[src/rtl/key_pkg.sv]
// -----------------------------------------------------------------------------
// key_pkg
// Shared definitions for the push-button conditioner: the per-channel
// debounce FSM state type and the idle (released) level of the raw
// active-low key inputs.
// -----------------------------------------------------------------------------
package key_pkg;

    // REL / PRS are the stable states; WAIT_P / WAIT_R are the hold
    // periods during which a candidate change must stay put.
    typedef enum logic [1:0] {
        REL    = 2'b00,
        WAIT_P = 2'b01,
        PRS    = 2'b10,
        WAIT_R = 2'b11
    } key_state_t;

    // Level of an unpressed active-low key; the synchroniser resets to it.
    localparam logic KEY_IDLE = 1'b1;

endpackage : key_pkg

[src/rtl/key_debounce_ch.sv]
// -----------------------------------------------------------------------------
// key_debounce_ch
// One key channel: 2-FF synchroniser, debounce FSM with hold counter, and
// registered level / press / release outputs.
//
// Ports:
//   i_clk         system clock
//   i_rst         asynchronous active-high reset
//   i_key_n       raw active-low key, asynchronous to i_clk
//   o_key_level   debounced key state, 1 = pressed
//   o_key_press   1-cycle pulse when a press is accepted
//   o_key_release 1-cycle pulse when a release is accepted
// -----------------------------------------------------------------------------
module key_debounce_ch
    import key_pkg::*;
#(
    parameter int DEBOUNCE_CYC = 250000,
    parameter int CNT_W        = $clog2(DEBOUNCE_CYC)
) (
    input  logic i_clk,
    input  logic i_rst,
    input  logic i_key_n,
    output logic o_key_level,
    output logic o_key_press,
    output logic o_key_release
);

    // Last count value of a hold period; the FSM leaves WAIT here, so the
    // counter never needs to wrap.
    localparam logic [CNT_W-1:0] CNT_LAST = CNT_W'(DEBOUNCE_CYC - 1);

    logic             sync_meta;
    logic             key_s;
    key_state_t       state;
    logic [CNT_W-1:0] cnt;

    // Two-stage synchroniser; resets to the released level so a reset
    // never looks like a key edge.
    always_ff @(posedge i_clk or posedge i_rst) begin
        if (i_rst) begin
            sync_meta <= KEY_IDLE;
            key_s     <= KEY_IDLE;
        end else begin
            // NOTE: non-blocking so both stages sample the pre-edge values;
            // blocking here would collapse the chain into a single flop.
            sync_meta <= i_key_n;
            key_s     <= sync_meta;
        end
    end

    // Debounce FSM. Outputs are set on the transition itself so they are
    // registered alongside the state they describe.
    always_ff @(posedge i_clk or posedge i_rst) begin
        if (i_rst) begin
            state         <= REL;
            cnt           <= '0;
            o_key_level   <= 1'b0;
            o_key_press   <= 1'b0;
            o_key_release <= 1'b0;
        end else begin
            // NOTE: pulses default low every cycle and are raised only on the
            // accepting transition, which makes them exactly one cycle wide.
            o_key_press   <= 1'b0;
            o_key_release <= 1'b0;

            unique case (state)
                REL: begin
                    if (!key_s) begin
                        state <= WAIT_P;
                        cnt   <= '0;
                    end
                end

                WAIT_P: begin
                    if (key_s) begin
                        // Bounce: back to stable released, nothing reported.
                        state <= REL;
                        cnt   <= '0;
                    end else if (cnt == CNT_LAST) begin
                        state       <= PRS;
                        o_key_level <= 1'b1;
                        o_key_press <= 1'b1;
                    end else begin
                        cnt <= cnt + CNT_W'(1);
                    end
                end

                PRS: begin
                    if (key_s) begin
                        state <= WAIT_R;
                        cnt   <= '0;
                    end
                end

                WAIT_R: begin
                    if (!key_s) begin
                        // Bounce: back to stable pressed, level stays high.
                        state <= PRS;
                        cnt   <= '0;
                    end else if (cnt == CNT_LAST) begin
                        state         <= REL;
                        o_key_level   <= 1'b0;
                        o_key_release <= 1'b1;
                    end else begin
                        cnt <= cnt + CNT_W'(1);
                    end
                end

                default: begin
                    state       <= REL;
                    cnt         <= '0;
                    o_key_level <= 1'b0;
                end
            endcase
        end
    end

endmodule : key_debounce_ch

[src/rtl/key_debounce.sv]
// -----------------------------------------------------------------------------
// key_debounce
// Multi-channel push-button conditioner. Each raw active-low key is
// synchronised and debounced independently, producing a clean active-high
// level plus single-cycle press/release pulses for the downstream logic.
//
// Ports:
//   i_clk         system clock (50 MHz board clock)
//   i_rst         asynchronous active-high reset
//   i_key_n       [N_KEYS] raw active-low keys
//   o_key_level   [N_KEYS] debounced state, 1 = pressed
//   o_key_press   [N_KEYS] 1-cycle pulse per accepted press
//   o_key_release [N_KEYS] 1-cycle pulse per accepted release
// -----------------------------------------------------------------------------
module key_debounce #(
    parameter int N_KEYS       = 2,
    parameter int DEBOUNCE_CYC = 250000,
    parameter int CNT_W        = $clog2(DEBOUNCE_CYC)
) (
    input  logic              i_clk,
    input  logic              i_rst,
    input  logic [N_KEYS-1:0] i_key_n,
    output logic [N_KEYS-1:0] o_key_level,
    output logic [N_KEYS-1:0] o_key_press,
    output logic [N_KEYS-1:0] o_key_release
);

    for (genvar g = 0; g < N_KEYS; g++) begin : g_ch
        key_debounce_ch #(
            .DEBOUNCE_CYC (DEBOUNCE_CYC),
            .CNT_W        (CNT_W)
        ) u_ch (
            .i_clk         (i_clk),
            .i_rst         (i_rst),
            .i_key_n       (i_key_n[g]),
            .o_key_level   (o_key_level[g]),
            .o_key_press   (o_key_press[g]),
            .o_key_release (o_key_release[g])
        );
    end

endmodule : key_debounce

[config.mk]
export PLATFORM = sky130hd
export DESIGN_NAME = key_debounce
export DESIGN_NICKNAME = d
export VERILOG_FILES = /design/src/rtl/key_pkg.sv /design/src/rtl/key_debounce_ch.sv /design/src/rtl/key_debounce.sv
export SDC_FILE = /design/constraint.sdc
export NUM_CORES = 1
export LEC_CHECK = 0
export CAP_MARGIN = 20
export CORE_UTILIZATION = 44
export CTS_CLUSTER_DIAMETER = 100
export DETAILED_ROUTE_END_ITERATION = 12
export SLEW_MARGIN = 30
export SYNTH_ARGS = -nofsm -noshare
export SYNTH_HDL_FRONTEND = slang
export SYNTH_SLANG_ARGS = --single-unit
[constraint.sdc]
create_clock -name i_clk -period 1.52 [get_ports i_clk]
set_input_delay 0.228 -clock i_clk [delete_from_list [all_inputs] [get_ports i_clk]]
set_output_delay 0.228 -clock i_clk [all_outputs]
set_load 0.01 [all_outputs]
==> results of run 1 <==
## flip-flops by register name (all words and copies together) (netlist names), named ones only
register,flops
g_ch.u_ch.o_key_press,2
g_ch.u_ch.state,2
g_ch.u_ch.key_s,2
g_ch.u_ch.o_key_release,2
g_ch.u_ch.sync_meta,2
g_ch.u_ch.cnt,36
g_ch.u_ch.o_key_level,2
## cells by family after synthesis
group | Yosys count | synth area share [%]
buffers and inverters | 23 | 4.366
muxes | 3 | 1.234
DFF | 50 | 47.65
adders and majority gates | 2 | 0.9491
and+or+nand+nor | 114 | 24.16
AOI/OAI and AO/OA | 67 | 15.99
xor gates and xnor gates | 17 | 5.648
## cells in the final DEF (no fill, tap or decap), types with 4 or more instances in the layout
cell type / instances
sky130_fd_sc_hd__buf_4: 76
sky130_fd_sc_hd__nand3_1: 11
sky130_fd_sc_hd__o21ai_0: 7
sky130_fd_sc_hd__nor3_2: 4
sky130_fd_sc_hd__buf_6: 12
sky130_fd_sc_hd__xnor2_1: 5
sky130_fd_sc_hd__o22ai_1: 10
sky130_fd_sc_hd__nor2_2: 4
sky130_fd_sc_hd__a31oi_1: 8
sky130_fd_sc_hd__a21oi_1: 7
sky130_fd_sc_hd__nor2_1: 17
sky130_fd_sc_hd__xor2_1: 8
sky130_fd_sc_hd__clkdlybuf4s50_1: 8
sky130_fd_sc_hd__clkbuf_8: 5
sky130_fd_sc_hd__nand2_1: 25
sky130_fd_sc_hd__o21ai_1: 11
sky130_fd_sc_hd__dfrtp_1: 45
sky130_fd_sc_hd__dfstp_2: 4
sky130_fd_sc_hd__nand4_1: 9
## metal layers
metal | GRT usage (%) | share of wire (%) | vias up | wire, microns
met5 | 0 | 0 | - | 0
met2 | 31.29 | 50 | 48 | 3352
met4 | 5.455 | 0.65 | 0 | 44
met3 | 4.229 | 3.6 | 4 | 244
li1 | - | - | 1186 | -
met1 | 30.58 | 46 | 1197 | 3121
## area by class of cell
cell class | instances | area (sq um)
clock buffer | 5 | 68.82
tap | 72 | 90.09
sequential | 50 | 1257
clock inverter | 3 | 47.55
fill | 405 | 1710
inverter | 4 | 15.01
timing repair buffer | 100 | 858.3
multi-input combinational | 203 | 1594
## report_power, final
| part | total [mW] | switching, mW | leakage, nW | internal, mW |
|---|---|---|---|---|
| Combinational | 0.256 | 0.131 | 1.02 | 0.125 |
| Clock | 0.964 | 0.465 | 0.0587 | 0.499 |
| Sequential | 1.37 | 0.0228 | 0.676 | 1.35 |
| Total | 2.59 | 0.618 | 1.75 | 1.98 |
## worst min path at each step
stage	endpoint	slack, ps	cells after the start
floorplan	g_ch[0].u_ch.sync_meta	230	0
global placement	g_ch[1].u_ch.key_s	350	0
detailed placement	g_ch[1].u_ch.key_s	350	0
CTS	async pin	110	2
global route	async pin	120	2
finish	async pin	120	2
## stage by stage
step / utilization [%] / setup WS [ps] / std cells / setup TNS (ps) / total power [mW]
6_report: 69.68 / -143.3 / 437 / -1237 / 2.593
5_1_grt: 69.68 / -205.9 / 437 / -3721 / 2.706
4_1_cts: 61.57 / -126.1 / 419 / -648.3 / 2.563
3_5_place_dp: 58.15 / -103.3 / 405 / -866.7 / 1.584
3_3_place_gp: 58.15 / -93.22 / 405 / -680.9 / 1.583
2_1_floorplan: - / -3.793 / 276 / -3.793 / 1.486
## critical path, delay by kind of cell (launching register included)
family | cells | cell delay (ps)
AOI/OAI and AO/OA | 1 | 120
adders and majority gates | 1 | 240
DFF | 1 | 430
and+or+nand+nor | 3 | 680
buffers and inverters | 1 | 120
## repair_timing
item                                    4_1_cts  5_1_grt
pin swaps                                     8       27
resized for setup                            15       69
hold buffers                                  0        0
endpoints found under the setup margin       25       45
buffers inserted                              6       18
==> flow_summary.json, run 1 <==
{
  "vias_per_cell": 5.572,
  "post_synth_main_area_contributors": "sky130_fd_sc_hd__dfrtp_1 (44%), sky130_fd_sc_hd__nand2_1 (4.4%), sky130_fd_sc_hd__dfstp_2 (4.0%), sky130_fd_sc_hd__o21ai_0 (3.2%), sky130_fd_sc_hd__nor2_1 (3.1%)",
  "post-synth-top-area-fraction_pct": 43.66,
  "endpoint_kind": "register",
  "antenna_cells": 0,
  "core_area_sq_mm": 0.005642,
  "core.rowCount": 27,
  "critPathRequiredTime_ps": 1740,
  "synthArstFlopShare_pct": 100.0,
  "synth_enable_flop_cells": 0,
  "synth.largest_area_cell": "sky130_fd_sc_hd__dfrtp_1",
  "design_area_final_sq_mm": 0.003931,
  "period_needed_ps": 1663,
  "violations": "negative setup slack",
  "synth_seq_cells": 50,
  "start_kind": "register",
  "clkLatencyLatePin_ps": 310,
  "yosys_most_used_dff": "sky130_fd_sc_hd__dfrtp_1",
  "period_share_pct": 109.4,
  "ys_warn_count": 0,
  "global_route.overflow_total": 0,
  "drtPass1Iterations": 6,
  "drive_gt1_share_pct": 44.11,
  "max_cap_viol_count": 0,
  "postSynthAreaPerCell_sq_um": 9.552,
  "tritoncts_clock_tree": "done",
  "die_h_microns": 79.41,
  "startpoint": "g_ch[0].u_ch.cnt[0]",
  "root_buffer": "sky130_fd_sc_hd__clkbuf_8",
  "powerDensity_mw_per_mm2": 659.7,
  "rsz0062_at_grt": "yes",
  "ys_seq_area_share_pct": 47.65,
  "power_leakage_nw": 1.751,
  "worstRegToRegCells": 6,
  "timing.setup.critical_path_class": "reg2reg",
  "clockBufferDepth": 2,
  "hold_ws_ps": 115.9,
  "port-buffer-count": 9,
  "critical_path.cell_chain": "ha_2 > buf_4 > and2_1 > nand2_4 > or4_1 > o211ai_1",
  "initial_antenna_violation_count": 0,
  "irDropWorstVdd_mv": 0.7147,
  "netlist-cell-type-count": 48,
  "numClockSinks": 50,
  "relSlewSlack_pct": 78.32,
  "place.detailed.hpwl_mm": 4.332,
  "pin_count": 10,
  "syn-num-nets": 282,
  "postRouteAntennaNets": 0,
  "place_area_sq_mm": 0.003281,
  "syn_to_final_growth_pct": 49.12,
  "setup_violations": 23,
  "delay_of_the_slowest_critical_path_stage_ps": 430,
  "wl_per_cell_microns": 15.47,
  "initial_cell_density_of_the_core_pct": 46.73,
  "grt_start_max_net_pins": 20,
  "first_global_vias": 2165,
  "worstHoldPathType": "in2async",
  "path_clk_slew_ps": 100,
  "worst_r2r_endpoint": "g_ch[0].u_ch.cnt[6]",
  "die_area_sq_mm": 0.006305,
  "grt_first_pass_wirelength_mm": 10.22,
  "dieWidth_microns": 79.41,
  "worstSetupEndpoint": "g_ch[0].u_ch.cnt[6]",
  "max_freq_mhz": 601.2,
  "result_of_the_run": "finished with violations",
  "drc_errors": 0,
  "timing.critical_path.slowest_stage_cell": "sky130_fd_sc_hd__dfrtp_1",
  "synth_common_cells": "sky130_fd_sc_hd__dfrtp_1 (46), sky130_fd_sc_hd__nand2_1 (31), sky130_fd_sc_hd__nor2_1 (22)",
  "synth_cells": 276,
  "worst_setup_slack_after_layout_ps": -143.3,
  "first_iter_violations": 167,
  "gp_routability_congestion": 0.8230,
  "finalMaxSlewViolations": 0,
  "worst_r2r_startpoint": "g_ch[0].u_ch.cnt[0]",
  "timing_hold_violations_final": 0,
  "grt_util_all_layers_pct": 20.84,
  "numCtsBuffers": 5,
  "htree_num_levels": 2,
  "design.final.nets": 370,
  "least_margin_pin_slew_ps": 322.8,
  "regToRegSetupSlack_ps": -140,
  "clock-skew-final_ps": 9.465,
  "yosys.cell_count.top_type": "sky130_fd_sc_hd__dfrtp_1",
  "timing.critical_path.arrival_ps": 1880,
  "drt_wl_total_mm": 6.762,
  "mappedNetlistArea_sq_mm": 0.002636,
  "cp_max_fo": 3,
  "routed-via-count": 2435
}
Power figures use the tool's default switching activity.
==> inputs of run 2 (changes only) <==
ABC_AREA = 1   (was unset)
==> flow_summary.json, run 2 <==
{
  "regToRegSetupSlack_ps": 90,
  "globalRoute.busiestLayer": "met2",
  "endpoint_kind": "primary output",
  "overall_power_of_the_completed_layout_mw": 2.358,
  "most_common_cell_after_layout_fill_and_taps_aside": "sky130_fd_sc_hd__nand2_1",
  "place_area_sq_mm": 0.003413,
  "clock-skew-final_ps": 8.961,
  "postRouteAntennaNets": 0,
  "design.final.nets": 454,
  "grt_first_pass_wirelength_mm": 11.71,
  "initial_cell_density_of_the_core_pct": 46.01,
  "post-synth-top-area-fraction_pct": 36.62,
  "period_share_pct": 95.41,
  "startpoint": "g_ch[0].u_ch.o_key_level",
  "worstSetupEndpoint": "o_key_level[0]",
  "place.detailed.hpwl_mm": 5.131,
  "synthArstFlopShare_pct": 100.0,
  "timing.critical_path.arrival_ps": 1220,
  "largest_register_ffs": 36,
  "clkLatencyLatePin_ps": 310,
  "ys_seq_area_share_pct": 39.97,
  "design_area_final_sq_mm": 0.003647,
  "max_freq_mhz": 689.6,
  "first_global_vias": 2540,
  "cp_max_fo": 2,
  "antenna_cells": 0,
  "critical_path.n_buffers_inverters": 1,
  "wl_per_cell_microns": 12.89,
  "multi_input_area_sq_mm": 0.001674,
  "port-buffer-count": 9,
  "initial_antenna_violation_count": 0,
  "synth_enable_flop_cells": 0,
  "synth_seq_cells": 50,
  "syn-num-nets": 424,
  "vias_per_cell": 5.022,
  "crit_cells": 1,
  "largest_register_by_flop_count": "g_ch.u_ch.cnt",
  "timing.setup.critical_path_class": "reg2out",
  "die_h_microns": 86.52,
  "htree_num_levels": 2,
  "synth.largest_area_cell": "sky130_fd_sc_hd__dfrtp_1",
  "start_kind": "register",
  "ys_warn_count": 0,
  "mostFrequentLayoutCells": "sky130_fd_sc_hd__nand2_1 (88), sky130_fd_sc_hd__nor2_1 (59), sky130_fd_sc_hd__inv_1 (55), sky130_fd_sc_hd__nand3_1 (45), sky130_fd_sc_hd__dfrtp_1 (42)",
  "post_synth_main_area_contributors": "sky130_fd_sc_hd__dfrtp_1 (37%), sky130_fd_sc_hd__nand2_1 (11%), sky130_fd_sc_hd__nand3_1 (7.3%), sky130_fd_sc_hd__nor2_1 (7.2%), sky130_fd_sc_hd__inv_1 (6.9%)",
  "grt_util_met1_pct": 24.94,
  "worstHoldPathType": "in2async",
  "die_area_sq_mm": 0.007485,
  "first_iter_violations": 145,
  "delay_of_the_slowest_critical_path_stage_ps": 540,
  "global_route.usage.met3_pct": 3.429,
  "synth_common_cells": "sky130_fd_sc_hd__nand2_1 (90), sky130_fd_sc_hd__nor2_1 (60), sky130_fd_sc_hd__inv_1 (58)",
  "grt_start_max_net_pins": 51,
  "yosys_most_used_dff": "sky130_fd_sc_hd__dfrtp_1",
  "irDropWorstVdd_mv": 0.4078,
  "max_cap_viol_count": 0,
  "timing_hold_violations_final": 0,
  "numClockSinks": 50,
  "setup_tns_ps": 0,
  "powerDensity_mw_per_mm2": 646.4,
  "syn_to_final_growth_pct": 16.04,
  "path_clk_slew_ps": 100,
  "timing.critical_path.slowest_stage_cell": "sky130_fd_sc_hd__clkdlybuf4s50_1",
  "period_needed_ps": 1450,
  "root_buffer": "sky130_fd_sc_hd__clkbuf_8",
  "yosys.cell_count.top_type": "sky130_fd_sc_hd__nand2_1",
  "final.fill_count": 679,
  "postSynthAreaPerCell_sq_um": 7.519,
  "rsz0062_at_grt": "yes",
  "least_margin_pin_slew_ps": 349.3,
  "drtPass1Iterations": 4,
  "worst_r2r_endpoint": "g_ch[0].u_ch.cnt[9]",
  "grt_util_all_layers_pct": 20.23,
  "mappedNetlistArea_sq_mm": 0.003143,
  "result_of_the_run": "complete, no violations",
  "critPathRequiredTime_ps": 1290,
  "dieWidth_microns": 86.52,
  "routed-via-count": 2737,
  "pin_count": 10,
  "relSlewSlack_pct": 76.54,
  "drive_gt1_share_pct": 19.82,
  "numCtsBuffers": 5,
  "instances_no_fill": 545,
  "setup_violations": 0,
  "final-seq-area_sq_mm": 0.001261,
  "clockBufferDepth": 2,
  "drt_wl_total_mm": 7.026,
  "worstRegToRegCells": 9,
  "core.rowCount": 30,
  "synth_cells": 418,
  "tritoncts_clock_tree": "done",
  "grt_use_met2_pct": 36.08,
  "finalMaxSlewViolations": 0,
  "largest_delay_contributor_family_on_the_critical_path": "buffers and inverters",
  "gp_routability_congestion": 0.9154,
  "core_area_sq_mm": 0.006832,
  "place.detailed.instances": 529,
  "critical_path.cell_chain": "clkdlybuf4s50_1",
  "global_route.overflow_total": 0,
  "worst_r2r_startpoint": "g_ch[0].u_ch.key_s",
  "netlist-cell-type-count": 37,
  "drc_errors": 0,
  "power_leakage_nw": 1.780
}
run 2: cell type report:
| type | count | share of cell area [%] |
|---|---|---|
| Inverter | 66 | 7.136 |
| Timing Repair Buffer | 28 | 6.724 |
| Clock inverter | 2 | 0.3774 |
| Tap cell | 96 | 3.293 |
| Multi-Input combinational cell | 297 | 45.90 |
| Clock buffer | 6 | 1.990 |
| Sequential cell | 50 | 34.58 |
run 2: worst min path at each step:
stage	start	endpoint	slack, ps	depth (start not counted)
after global placement	g_ch[1].u_ch.sync_meta	g_ch[1].u_ch.key_s	350	0
after CTS	i_rst	g_ch[0].u_ch.o_key_press	290	3
final	i_rst	g_ch[0].u_ch.o_key_release	270	3
after global routing	i_key_n[0]	g_ch[0].u_ch.sync_meta	300	1
after detailed placement	g_ch[1].u_ch.sync_meta	g_ch[1].u_ch.key_s	350	0
after floorplan	i_key_n[0]	g_ch[0].u_ch.sync_meta	230	0
run 2: metrics by stage:
stage	util [%]	setup WS [ps]	hold WS, ps
final	53.39	69.82	269.5
after global routing	53.39	-9.973	300.5
after CTS	51.58	-1.605	286.7
after detailed placement	49.96	-58.99	347.6
after global placement	49.96	-6.503	345.3
after floorplan	-	97.45	232.5
run 2: kinds of logic after synthesis:
logic type	Yosys count	synth area share, %
adder cells (fa/ha/maj)	2	0.7961
AND/OR/NAND/NOR	254	42.44
buffers and inverters	73	9.713
flip-flops	50	39.97
AO/OA/AOI/OAI	36	6.250
XOR/XNOR	3	0.8361
run 2: power breakdown:
part	switching, mW	total, mW	internal, mW
Combinational	0.128	0.201	0.0731
Clock	0.459	0.785	0.326
Sequential	0.0213	1.37	1.35
run 2: what timing repair did:
item,CTS,global route
pin swaps,2,8
resized for setup,2,21
setup endpoints to repair,8,27
hold endpoints to repair,0,0
setup buffers,1,5
hold buffers,0,0
gates cloned,1,1
run 2: per-layer routing:
layer / up-vias / share of wire, % / wire length (microns)
met5: - / 0 / 0
met4: 0 / 2.6 / 184
met3: 17 / 3.2 / 226
met2: 45 / 50 / 3518
met1: 1269 / 44 / 3097
li1: 1406 / - / -
run 2: worst min-delay path, delay by kind of cell:
kind	cells	cell delay [ps]
buf+inv	3	730
==> inputs of run 3 (changes only) <==
GPL_ROUTABILITY_DRIVEN = 0   (was unset)
SKIP_CTS_REPAIR_TIMING = 1   (was unset)
==> flow_summary.json, run 3 (synthesis results as in run 2) <==
{
  "clockBufferDepth": 2,
  "period_share_pct": 95.22,
  "largest_register_ffs": 36,
  "pin_count": 10,
  "tritoncts_clock_tree": "done",
  "power_frac_clock_pct": 37.7,
  "power.switching_mw": 0.6186,
  "pwr-share-comb_pct": 8.3,
  "mostFrequentLayoutCells": "sky130_fd_sc_hd__nand2_1 (87), sky130_fd_sc_hd__inv_1 (53), sky130_fd_sc_hd__nor2_1 (53), sky130_fd_sc_hd__nand3_1 (44), sky130_fd_sc_hd__dfrtp_1 (41)",
  "timing.setup.critical_path_class": "reg2out",
  "period_needed_ps": 1447,
  "core.rowCount": 30,
  "result_of_the_run": "complete, no violations",
  "start_kind": "register",
  "finalMaxSlewViolations": 0,
  "critical_path.cell_chain": "clkdlybuf4s50_1",
  "first_global_vias": 2614,
  "first_iter_violations": 95,
  "wl_per_cell_microns": 12.59,
  "max_freq_mhz": 691.0,
  "final.fill_count": 680,
  "global_route.overflow_total": 0,
  "overall_power_of_the_completed_layout_mw": 2.543,
  "powerDensity_mw_per_mm2": 674.2,
  "delay_of_the_slowest_critical_path_stage_ps": 540,
  "dieWidth_microns": 86.52,
  "crit_cells": 1,
  "htree_num_levels": 2,
  "critPathRequiredTime_ps": 1290,
  "clkLatencyLatePin_ps": 310,
  "drive_gt1_share_pct": 23.18,
  "postRouteAntennaNets": 0,
  "die_h_microns": 86.52,
  "critical_path.n_buffers_inverters": 1,
  "initial_antenna_violation_count": 0,
  "most_common_cell_after_layout_fill_and_taps_aside": "sky130_fd_sc_hd__nand2_1",
  "regToRegSetupSlack_ps": 70,
  "worstHoldPathType": "in2async",
  "worst_r2r_startpoint": "g_ch[1].u_ch.key_s",
  "port-buffer-count": 9,
  "largest_register_by_flop_count": "g_ch.u_ch.cnt",
  "die_area_sq_mm": 0.007485,
  "numClockSinks": 50,
  "multi_input_area_sq_mm": 0.001708,
  "design_area_final_sq_mm": 0.003772,
  "worst_setup_slack_after_layout_ps": 72.73,
  "place_area_sq_mm": 0.003406,
  "antenna_cells": 0,
  "drtPass1Iterations": 4,
  "vias_per_cell": 4.973,
  "p_seq_share_pct": 53.9,
  "place_worst_setup_slack_ps": -11.22,
  "initial_cell_density_of_the_core_pct": 46.01,
  "largest_delay_contributor_family_on_the_critical_path": "buffers and inverters",
  "place.detailed.hpwl_mm": 5.092,
  "timing_hold_violations_final": 0,
  "worstRegToRegCells": 9,
  "irDropWorstVdd_mv": 0.5407,
  "power_switching_share_pct": 24.32,
  "syn_to_final_growth_pct": 20.02,
  "worstSetupEndpoint": "o_key_level[0]",
  "cell_internal_pwr_mw": 1.925,
  "grt_util_all_layers_pct": 20.42,
  "path_clk_slew_ps": 90,
  "post-route-util_pct": 55.22,
  "drc_errors": 0,
  "final-seq-area_sq_mm": 0.001262,
  "relSlewSlack_pct": 78.30,
  "setup_violations": 0,
  "endpoint_kind": "primary output",
  "numCtsBuffers": 5,
  "worst_r2r_endpoint": "g_ch[1].u_ch.cnt[15]",
  "clock-skew-final_ps": 5.578,
  "design.final.nets": 458,
  "rsz0062_at_grt": "yes",
  "drt_wl_total_mm": 6.912,
  "timing.critical_path.slowest_stage_cell": "sky130_fd_sc_hd__clkdlybuf4s50_1",
  "root_buffer": "sky130_fd_sc_hd__clkbuf_8",
  "cp_max_fo": 2,
  "least_margin_pin_slew_ps": 325.4,
  "startpoint": "g_ch[0].u_ch.o_key_level",
  "grt_first_pass_wirelength_mm": 11.96,
  "power_leakage_nw": 1.813,
  "grt_start_max_net_pins": 51,
  "hold_ws_ps": 271.4,
  "routed-via-count": 2730,
  "core_area_sq_mm": 0.006832,
  "timing.critical_path.arrival_ps": 1220,
  "max_cap_viol_count": 0
}
-- run 3: how the worst min path moves through the flow --
stage | startpoint | to | depth (start not counted)
5_1_grt | i_key_n[1] | g_ch[1].u_ch.sync_meta | 1
3_5_place_dp | g_ch[0].u_ch.sync_meta | g_ch[0].u_ch.key_s | 0
6_report | i_rst | g_ch[0].u_ch.o_key_release | 3
4_1_cts | i_rst | g_ch[0].u_ch.o_key_press | 3
3_3_place_gp | g_ch[0].u_ch.sync_meta | g_ch[0].u_ch.key_s | 0
2_1_floorplan | i_key_n[0] | g_ch[0].u_ch.sync_meta | 0
-- run 3: power groups by stage --
stage	combinational [mW]	clock, mW	sequential (mW)
after floorplan	0.113	0	1.39
after global placement	0.166	0	1.39
after detailed placement	0.168	0	1.39
after CTS	0.169	0.992	1.37
after global routing	0.240	1.06	1.37
final	0.212	0.959	1.37
-- run 3: through the flow --
step	setup TNS, ps	instances
floorplan	0	418
global placement	0	528
detailed placement	-17.00	528
CTS	-113.7	536
global route	-177.9	549
finish	0	549
-- run 3: worst min-delay path: cells and delay by family --
family / cells / cell delay (ps)
buffers and inverters: 3 / 740
-- run 3: final cells by class --
class                      count  area share (%)
multi-input combinational    296           45.27
clock inverter                 3           1.194
tap                           96           3.184
timing repair buffer          33           8.159
sequential                    50           33.47
clock buffer                   5           1.824
inverter                      66           6.899
-- run 3: routing by layer --
layer  vias up  part of all wire [%]  GRT usage, %
met5         -                     0             0
met4         0                  0.90         5.909
met3         7                   2.3         2.952
met2        36                    52         35.21
met1      1275                    45         26.70
li1       1412                     -             -
